[src/rtl/ps2_kbd_pkg.sv]
`default_nettype none
// ============================================================================
// Module  : ps2_kbd_pkg
// Purpose : Shared register map, status bit positions and receiver states.
// Revision: 1.0 - initial release
// ============================================================================
package ps2_kbd_pkg;

  localparam logic ADDR_DATA   = 1'b0;
  localparam logic ADDR_STATUS = 1'b1;

  localparam int STAT_IE        = 15;
  localparam int STAT_OVF       = 14;
  localparam int STAT_FERR      = 13;
  localparam int STAT_PERR      = 12;
  localparam int STAT_COUNT_LSB = 0;
  localparam int STAT_COUNT_W   = 9;

  localparam int DATA_VALID_BIT = 8;

  typedef enum logic [1:0] {
    RX_IDLE   = 2'd0,
    RX_DATA   = 2'd1,
    RX_PARITY = 2'd2,
    RX_STOP   = 2'd3
  } rx_state_t;

endpackage
`default_nettype wire

[src/rtl/ps2_kbd_ctrl_rx.sv]
`default_nettype none
// ============================================================================
// Module  : ps2_rx_frame
// Purpose : PS/2 pin conditioning and 11-bit frame receiver with timeout.
// Revision: 1.0 - initial release
// ============================================================================
module ps2_rx_frame
  import ps2_kbd_pkg::*;
#(
  parameter int FILTER_LEN  = 8,
  parameter int TIMEOUT_CYC = 50000
) (
  input  logic       clk,
  input  logic       reset,
  input  logic       ps2c,
  input  logic       ps2d,
  output logic [7:0] rx_byte,
  output logic       rx_valid,
  output logic       perr,
  output logic       ferr
);

  localparam int FW = $clog2(FILTER_LEN + 1);
  localparam int TW = $clog2(TIMEOUT_CYC + 1);
  localparam logic [FW-1:0] FILT_LAST = FW'(FILTER_LEN - 1);
  localparam logic [TW-1:0] TO_LIMIT  = TW'(TIMEOUT_CYC);

  // Index 0 is the clock line, index 1 the data line.
  logic [1:0]    sync1;
  logic [1:0]    sync2;
  logic [1:0]    filt;
  logic [FW-1:0] fcnt [2];
  logic          filt_c_q;

  logic          fall;
  logic          sdat;

  rx_state_t     state;
  rx_state_t     state_d;
  logic [2:0]    bit_cnt;
  logic [7:0]    shreg;
  logic          par_bit;
  logic [TW-1:0] tcnt;
  logic          push_c;
  logic          perr_c;
  logic          ferr_c;

  always_ff @(posedge clk) begin
    if (reset) begin
      sync1   <= 2'b11;
      sync2   <= 2'b11;
      filt    <= 2'b11;
      fcnt[0] <= '0;
      fcnt[1] <= '0;
    end else begin
      sync1 <= {ps2d, ps2c};
      sync2 <= sync1;
      for (int i = 0; i < 2; i++) begin
        if (sync2[i] == filt[i]) begin
          fcnt[i] <= '0;
        end else if (fcnt[i] == FILT_LAST) begin
          filt[i] <= sync2[i];
          fcnt[i] <= '0;
        end else begin
          fcnt[i] <= fcnt[i] + FW'(1);
        end
      end
    end
  end

  assign fall = filt_c_q & ~filt[0];
  assign sdat = filt[1];

  always_ff @(posedge clk) begin
    if (reset) begin
      state <= RX_IDLE;
    end else begin
      state <= state_d;
    end
  end

  always_comb begin
    state_d = state;
    push_c  = 1'b0;
    perr_c  = 1'b0;
    ferr_c  = 1'b0;
    if (state != RX_IDLE && !fall && tcnt == TO_LIMIT) begin
      state_d = RX_IDLE;
      ferr_c  = 1'b1;
    end else if (fall) begin
      case (state)
        RX_IDLE:   if (!sdat) state_d = RX_DATA;
        RX_DATA:   if (bit_cnt == 3'd7) state_d = RX_PARITY;
        RX_PARITY: state_d = RX_STOP;
        RX_STOP: begin
          state_d = RX_IDLE;
          // A bad stop bit masks any parity error in the same frame.
          if (!sdat) begin
            ferr_c = 1'b1;
          end else if (!(^{shreg, par_bit})) begin
            perr_c = 1'b1;
          end else begin
            push_c = 1'b1;
          end
        end
        default: state_d = RX_IDLE;
      endcase
    end
  end

  always_ff @(posedge clk) begin
    if (reset) begin
      filt_c_q <= 1'b1;
      bit_cnt  <= '0;
      shreg    <= '0;
      par_bit  <= 1'b0;
      tcnt     <= '0;
      rx_byte  <= '0;
      rx_valid <= 1'b0;
      perr     <= 1'b0;
      ferr     <= 1'b0;
    end else begin
      filt_c_q <= filt[0];
      rx_valid <= push_c;
      perr     <= perr_c;
      ferr     <= ferr_c;
      if (push_c) rx_byte <= shreg;

      if (fall || state == RX_IDLE) begin
        tcnt <= '0;
      end else if (tcnt != TO_LIMIT) begin
        tcnt <= tcnt + TW'(1);
      end

      if (fall) begin
        case (state)
          RX_IDLE: bit_cnt <= '0;
          RX_DATA: begin
            shreg   <= {sdat, shreg[7:1]};
            bit_cnt <= bit_cnt + 3'd1;
          end
          RX_PARITY: par_bit <= sdat;
          default: ;
        endcase
      end
    end
  end

endmodule
`default_nettype wire

[src/rtl/ps2_kbd_ctrl.sv]
`default_nettype none
// ============================================================================
// Module  : ps2_kbd_ctrl
// Purpose : PS/2 keyboard bus slave: receiver, scancode FIFO, flags, IRQ.
// Revision: 1.0 - initial release
// ============================================================================
module ps2_kbd_ctrl
  import ps2_kbd_pkg::*;
#(
  parameter int FIFO_DEPTH  = 16,
  parameter int FILTER_LEN  = 8,
  parameter int TIMEOUT_CYC = 50000
) (
  input  logic        clk_cpu,
  input  logic        reset,
  input  logic        STB,
  input  logic        WE,
  input  logic        ADDR,
  input  logic [31:0] DATA_I,
  output logic [31:0] DATA_O,
  output logic        ACK,
  input  logic        PS2C,
  input  logic        PS2D,
  output logic        INT
);

  localparam int AW = $clog2(FIFO_DEPTH);
  localparam int CW = AW + 1;
  localparam logic [CW-1:0] FULL_COUNT = CW'(FIFO_DEPTH);

  logic [7:0]    rx_byte;
  logic          rx_valid;
  logic          rx_perr;
  logic          rx_ferr;

  logic [7:0]    mem [FIFO_DEPTH];
  logic [AW-1:0] wr_ptr;
  logic [AW-1:0] rd_ptr;
  logic [CW-1:0] count;

  logic          ie;
  logic          ovf;
  logic          ferr;
  logic          perr;

  logic          accept;
  logic          empty;
  logic          full;
  logic          pop;
  logic          do_write;
  logic          ovf_set;
  logic          wr_stat;
  logic [31:0]   status_word;
  logic [31:0]   rd_word;
  logic          unused_data_i;

  ps2_rx_frame #(
    .FILTER_LEN  (FILTER_LEN),
    .TIMEOUT_CYC (TIMEOUT_CYC)
  ) u_rx (
    .clk      (clk_cpu),
    .reset    (reset),
    .ps2c     (PS2C),
    .ps2d     (PS2D),
    .rx_byte  (rx_byte),
    .rx_valid (rx_valid),
    .perr     (rx_perr),
    .ferr     (rx_ferr)
  );

  assign accept   = STB & ~ACK;
  assign empty    = (count == '0);
  assign full     = (count == FULL_COUNT);
  assign pop      = accept & ~WE & (ADDR == ADDR_DATA) & ~empty;
  // A pop on the same edge frees the slot, so a push into a full FIFO still lands.
  assign do_write = rx_valid & (~full | pop);
  assign ovf_set  = rx_valid & full & ~pop;
  assign wr_stat  = accept & WE & (ADDR == ADDR_STATUS);

  assign unused_data_i = ^{DATA_I[31:16], DATA_I[11:0]};

  always_comb begin
    status_word = '0;
    status_word[STAT_IE]   = ie;
    status_word[STAT_OVF]  = ovf;
    status_word[STAT_FERR] = ferr;
    status_word[STAT_PERR] = perr;
    status_word[STAT_COUNT_LSB +: STAT_COUNT_W] = STAT_COUNT_W'(count);
  end

  always_comb begin
    rd_word = '0;
    if (ADDR == ADDR_STATUS) begin
      rd_word = status_word;
    end else if (!empty) begin
      rd_word[DATA_VALID_BIT] = 1'b1;
      rd_word[7:0]            = mem[rd_ptr];
    end
  end

  always_ff @(posedge clk_cpu) begin
    if (do_write) mem[wr_ptr] <= rx_byte;
  end

  always_ff @(posedge clk_cpu) begin
    if (reset) begin
      wr_ptr <= '0;
      rd_ptr <= '0;
      count  <= '0;
      ie     <= 1'b0;
      ovf    <= 1'b0;
      ferr   <= 1'b0;
      perr   <= 1'b0;
      ACK    <= 1'b0;
      DATA_O <= '0;
      INT    <= 1'b0;
    end else begin
      ACK    <= accept;
      DATA_O <= (accept && !WE) ? rd_word : '0;

      if (do_write) wr_ptr <= wr_ptr + AW'(1);
      if (pop)      rd_ptr <= rd_ptr + AW'(1);
      if (do_write && !pop) begin
        count <= count + CW'(1);
      end else if (pop && !do_write) begin
        count <= count - CW'(1);
      end

      if (wr_stat) ie <= DATA_I[STAT_IE];
      ovf  <= (ovf  & ~(wr_stat & DATA_I[STAT_OVF]))  | ovf_set;
      ferr <= (ferr & ~(wr_stat & DATA_I[STAT_FERR])) | rx_ferr;
      perr <= (perr & ~(wr_stat & DATA_I[STAT_PERR])) | rx_perr;

      INT <= ie & ~empty;
    end
  end

endmodule
`default_nettype wire
[config.mk]
export PLATFORM = sky130hd
export DESIGN_NAME = ps2_kbd_ctrl
export DESIGN_NICKNAME = d
export VERILOG_FILES = /design/src/rtl/ps2_kbd_pkg.sv /design/src/rtl/ps2_kbd_ctrl_rx.sv /design/src/rtl/ps2_kbd_ctrl.sv
export SDC_FILE = /design/constraint.sdc
export NUM_CORES = 1
export LEC_CHECK = 0
export BUFFER_PORTS_ARGS = -buffer_cell sky130_fd_sc_hd__clkbuf_2
export CAP_MARGIN = 20
export CORE_MARGIN = 8
export CORE_UTILIZATION = 52
export CTS_CLUSTER_DIAMETER = 120
export CTS_CLUSTER_SIZE = 14
export DETAILED_ROUTE_END_ITERATION = 10
export GPL_TIMING_DRIVEN = 0
export PLACE_DENSITY = 0.71
export SETUP_SLACK_MARGIN = 0.15
export SLEW_MARGIN = 20
export SYNTH_ARGS = -nofsm -noshare
export SYNTH_HDL_FRONTEND = slang
export SYNTH_HIERARCHICAL = 1
export SYNTH_SLANG_ARGS = --single-unit
[constraint.sdc]
create_clock -name clk_cpu -period 5.61 [get_ports clk_cpu]
set_input_delay 0 -clock clk_cpu [delete_from_list [all_inputs] [get_ports clk_cpu]]
set_output_delay 0 -clock clk_cpu [all_outputs]
set_load 0.02 [all_outputs]
==> run summary <==
SETUP PATH
------------------------------------------------------------------------
Critical Path Source Type .................................     register
Sum of buffers and inverters on the critical path .........            2
Setup CP Type .............................................   reg -> reg
Worst EP arrival ..........................................      3.96 ns
Destination of the worst register-to-register timing path .     count[4]
Worst-case register-to-register setup slack ...............      2.02 ns
FF-to-FF Start ............................................     count[0]
Depth of the worst register-to-register path ..............           10
Required time worst endpoint ..............................      5.98 ns
Levels on crit path .......................................           10
Crit path max-delay family ................................ simple AND/OR/NAND/NOR gates
Maximum fanout along the worst path .......................            5
Critical Path Max Stage Delay .............................      0.93 ns
Master of the slowest instance on the critical path ....... sky130_fd_sc_hd__nor4_1
Endpoint type of the worst setup path .....................     register
Cells traversed along the worst timing path ............... nor4_1, a21oi_1, inv_1, ha_1, inv_1, ha_1, a21o_1, a21oi_1, mux2i_1, mux2_2

STATUS
------------------------------------------------------------------------
Status .................................................... finished, final reports clean

FLOORPLANNING
------------------------------------------------------------------------
Area of the core ..........................................   0.0172 mm²
Floorplan die height ......................................       148 µm
Width of the die ..........................................       148 µm
Die Footprint .............................................   0.0220 mm²
I/O Pins ..................................................           73
Row cnt ...................................................           48
Starting utilization of the core area .....................        53.0%

SYNTH
------------------------------------------------------------------------
Netlist area before placement .............................  0.00910 mm²
Top cells by area in the synthesized netlist .............. sky130_fd_sc_hd__edfxtp_1 45%, sky130_fd_sc_hd__dfxtp_1 18%, sky130_fd_sc_hd__mux4_2 6.7%
Prevailing post-synth register cell ....................... sky130_fd_sc_hd__edfxtp_1
Leading post-synthesis cells by instance count ............ 136 x sky130_fd_sc_hd__edfxtp_1, 84 x sky130_fd_sc_hd__dfxtp_1, 59 x sky130_fd_sc_hd__nor2_1
Number of standard cells after synthesis ..................          634
Dominant cell by count in the synthesized netlist ......... sky130_fd_sc_hd__edfxtp_1
Top cell type by total area after synthesis ............... sky130_fd_sc_hd__edfxtp_1
Count of distinct cell types in the synthesized netlist ...           56
Ys async rst share ........................................           0%
Number of flops mapped to enable cells by yosys ...........          136
Synthesis warning total ...................................            6
Synth top area share ......................................        44.9%
Sequential element share of the synthesized area ..........        63.4%
Synthesized area divided by synthesized cell count ........     14.4 µm²
Flip-flop and latch count after synthesis .................          220

CLOCK NETWORK
------------------------------------------------------------------------
CTS root buffer ........................................... sky130_fd_sc_hd__clkbuf_16
TritonCTS Buffers .........................................           19
Clk sinks .................................................          220
Worst-Skew Late Latency ...................................      0.47 ns
Htree depth ...............................................            1
Clock transition at path regs .............................      0.07 ns
CTS tree ..................................................        built
Maximum clock insertion buffer count ......................            3

WORST HOLD PATH
------------------------------------------------------------------------
Hold Path Cell Cnt ........................................            3
Type of the most critical hold path .......................    in -> reg
Hold Path End .............................................     count[4]
Hold wc startpoint ........................................        reset

PWR
------------------------------------------------------------------------
Net switching power .......................................       558 µW
Proportion of power drawn by flip-flops and latches .......        57.9%
Leakage Power .............................................      3.90 nW
Power density cells .......................................   286 mW/mm²
Int Power .................................................      2.39 mW
Switching power share of the total ........................        18.9%
Clock share of power ......................................        40.2%
Peak supply drop ..........................................       241 µV
Power share of the combinational group ....................         1.9%

ROUTING
------------------------------------------------------------------------
Detail Route Antenna Nets .................................            0
Routed WL per cell ........................................      18.0 µm
Iter 0 DRT Violations .....................................          348
Routed wire length ........................................     17200 µm
Pre-Repair DR Iteration Count .............................            4
Vias ......................................................         5062
Final routed DRC violation total ..........................            0
Ratio of routed vias to standard cells ....................         5.30

TIMING
------------------------------------------------------------------------
RSZ-0062 raised after global routing ......................           no
Final setup fails .........................................            0
Final total negative setup slack ..........................         0 ns
Max-slew violation total from the final report ............            0
Clock tree skew after final layout ........................   0.00881 ns
Post-layout minimum cycle time ............................      3.59 ns
Period Utilization, post-route ............................        64.1%
Highest clock rate ........................................    0.278 GHz
Worst-case hold slack .....................................    0.0437 ns
Pin slew with the least headroom to its limit .............      1.07 ns
Worst rel slew slack ......................................        27.8%
Hold Vio Cnt, Final .......................................            0

GRT
------------------------------------------------------------------------
Most Used Layer, Global Route .............................         met2
GR Util met2 ..............................................        28.6%
Number of global-route vias before repair .................         5247
Met3 Use GR ...............................................        2.61%
Antenna violations before repair ..........................            0
Pin count of the biggest net entering global routing ......           18
First-pass GRT wire length ................................     27900 µm
Remaining Overflow, GRT ...................................            0
GRT Overall Usage .........................................        16.0%
GR Layer Usage met1 .......................................        19.7%

CELLS AND AREA
------------------------------------------------------------------------
Area grow syn2layout ......................................        13.1%
Share of the core filled with cells in the final layout ...        59.9%
Ratio of cells with drive above 1 in the final layout .....        16.6%
Antenna fix cells .........................................            0
Nets ......................................................          778

PLACEMENT
------------------------------------------------------------------------
Number of I/O port buffers ................................           25
Final estimated routing congestion in global placement ....        0.797
Estimated wirelength of the detail-placed design ..........     12200 µm

FLOW RUN
------------------------------------------------------------------------
Max-cap violation count ...................................            0

## cell usage in the layout, fill, tap and decap left out, types with 3 or more instances in the layout
cell	Yosys	routed
sky130_fd_sc_hd__conb_1	2	27
sky130_fd_sc_hd__nor4_1	3	3
sky130_fd_sc_hd__edfxtp_1	136	136
sky130_fd_sc_hd__a22o_1	5	5
sky130_fd_sc_hd__nor3_2	0	4
sky130_fd_sc_hd__mux4_1	10	10
sky130_fd_sc_hd__or2b_1	3	3
sky130_fd_sc_hd__dfxtp_1	84	84
sky130_fd_sc_hd__nor2b_1	6	6
sky130_fd_sc_hd__dlygate4sd3_1	0	11
sky130_fd_sc_hd__a211oi_1	7	7
sky130_fd_sc_hd__buf_4	21	23
sky130_fd_sc_hd__o21ai_0	3	3
sky130_fd_sc_hd__nand4_1	11	11
sky130_fd_sc_hd__xor2_1	15	15
sky130_fd_sc_hd__inv_1	18	18
sky130_fd_sc_hd__buf_2	4	4
sky130_fd_sc_hd__a21oi_1	23	23
sky130_fd_sc_hd__mux2i_1	18	18
sky130_fd_sc_hd__ha_1	20	20
sky130_fd_sc_hd__nand3_1	9	9
sky130_fd_sc_hd__nand2_1	42	42
sky130_fd_sc_hd__or3_1	5	5
sky130_fd_sc_hd__xnor2_1	15	15
sky130_fd_sc_hd__nor3_1	9	5
sky130_fd_sc_hd__nor2_1	59	59
sky130_fd_sc_hd__clkbuf_2	0	25
sky130_fd_sc_hd__nand2b_1	19	19
sky130_fd_sc_hd__mux4_2	27	27
sky130_fd_sc_hd__clkbuf_1	12	25
sky130_fd_sc_hd__buf_6	3	3
sky130_fd_sc_hd__and2_1	7	7
sky130_fd_sc_hd__or2_2	5	5
sky130_fd_sc_hd__clkbuf_16	0	20
## logic make-up after synthesis
kind of cell / share of synthesized area, %
xor gates and xnor gates: 3.38
and+or+nand+nor: 10.9
DFF: 63.4
AOI/OAI and AO/OA: 3.34
buffers and inverters: 3.99
muxes: 11.9
adders and majority gates: 2.97
other: 0.0825
## stage by stage
stage          instances  total power [mW]  worst slack (ns)  cell area [µm²]
2_1_floorplan        659              1.78              2.71             9190
3_3_place_gp         909              1.79              2.25             9600
3_5_place_dp         911              1.79              2.11             9630
4_1_cts              955              2.98              2.06            10300
5_1_grt              955              3.05              1.88            10300
6_report             955              2.95              2.02            10300
## final cells by class
class / count / area, µm²
fill: 1363 / 6880
timing repair buffer: 38 / 250
buffer: 43 / 295
inverter: 18 / 67.6
sequential: 220 / 5770
tap: 225 / 282
clock buffer: 33 / 549
multi-input combinational: 378 / 3080
## worst max-delay path by stage
stage                    end  startpoint  slack [ns]
floorplan           count[4]         ACK        2.71
global placement    count[4]    count[0]        2.25
detailed placement  count[4]    count[0]        2.11
CTS                 count[4]    count[0]        2.06
global route        count[4]    count[0]        1.88
finish              count[4]    count[0]        2.02
## power groups by stage
stage	logic, mW	clock network, mW	registers, mW
2_1_floorplan	0.0380	0	1.74
3_3_place_gp	0.0479	0	1.74
3_5_place_dp	0.0490	0	1.74
4_1_cts	0.0546	1.22	1.71
5_1_grt	0.0605	1.29	1.70
6_report	0.0558	1.19	1.71
## registers in the layout, indices dropped and copies added, names as in the netlist, 2 cells and up, named ones only
signal,cells
rd_ptr,4
u_rx/shreg,8
u_rx/fcnt,8
wr_ptr,4
u_rx/sync1,2
u_rx/rx_byte,8
DATA_O,13
u_rx/filt,2
u_rx/state,2
u_rx/tcnt,16
count,5
u_rx/sync2,2
u_rx/bit_cnt,3
mem,128
## per-layer routing
| layer | wire length (µm) | up-vias |
|---|---|---|
| li1 | - | 2442 |
| met1 | 7220 | 2507 |
| met2 | 8920 | 91 |
| met3 | 747 | 22 |
| met4 | 296 | 0 |
| met5 | 0 | - |
## worst reg2reg max path: stages, from the launching register on
cell	delay, ns
sky130_fd_sc_hd__dfxtp_1	0.37
sky130_fd_sc_hd__nor4_1	0.93
sky130_fd_sc_hd__a21oi_1	0.37
sky130_fd_sc_hd__inv_1	0.18
sky130_fd_sc_hd__ha_1	0.23
sky130_fd_sc_hd__inv_1	0.13
sky130_fd_sc_hd__ha_1	0.32
sky130_fd_sc_hd__a21o_1	0.18
sky130_fd_sc_hd__a21oi_1	0.17
sky130_fd_sc_hd__mux2i_1	0.27
sky130_fd_sc_hd__mux2_2	0.35
## timing repair
action | CTS | global route
buffers inserted | 0 | 0
hold endpoints to repair | 11 | 0
hold buffers | 11 | 0
resized for setup | 0 | 0
No activity file was read; power rests on OpenSTA's default activity.
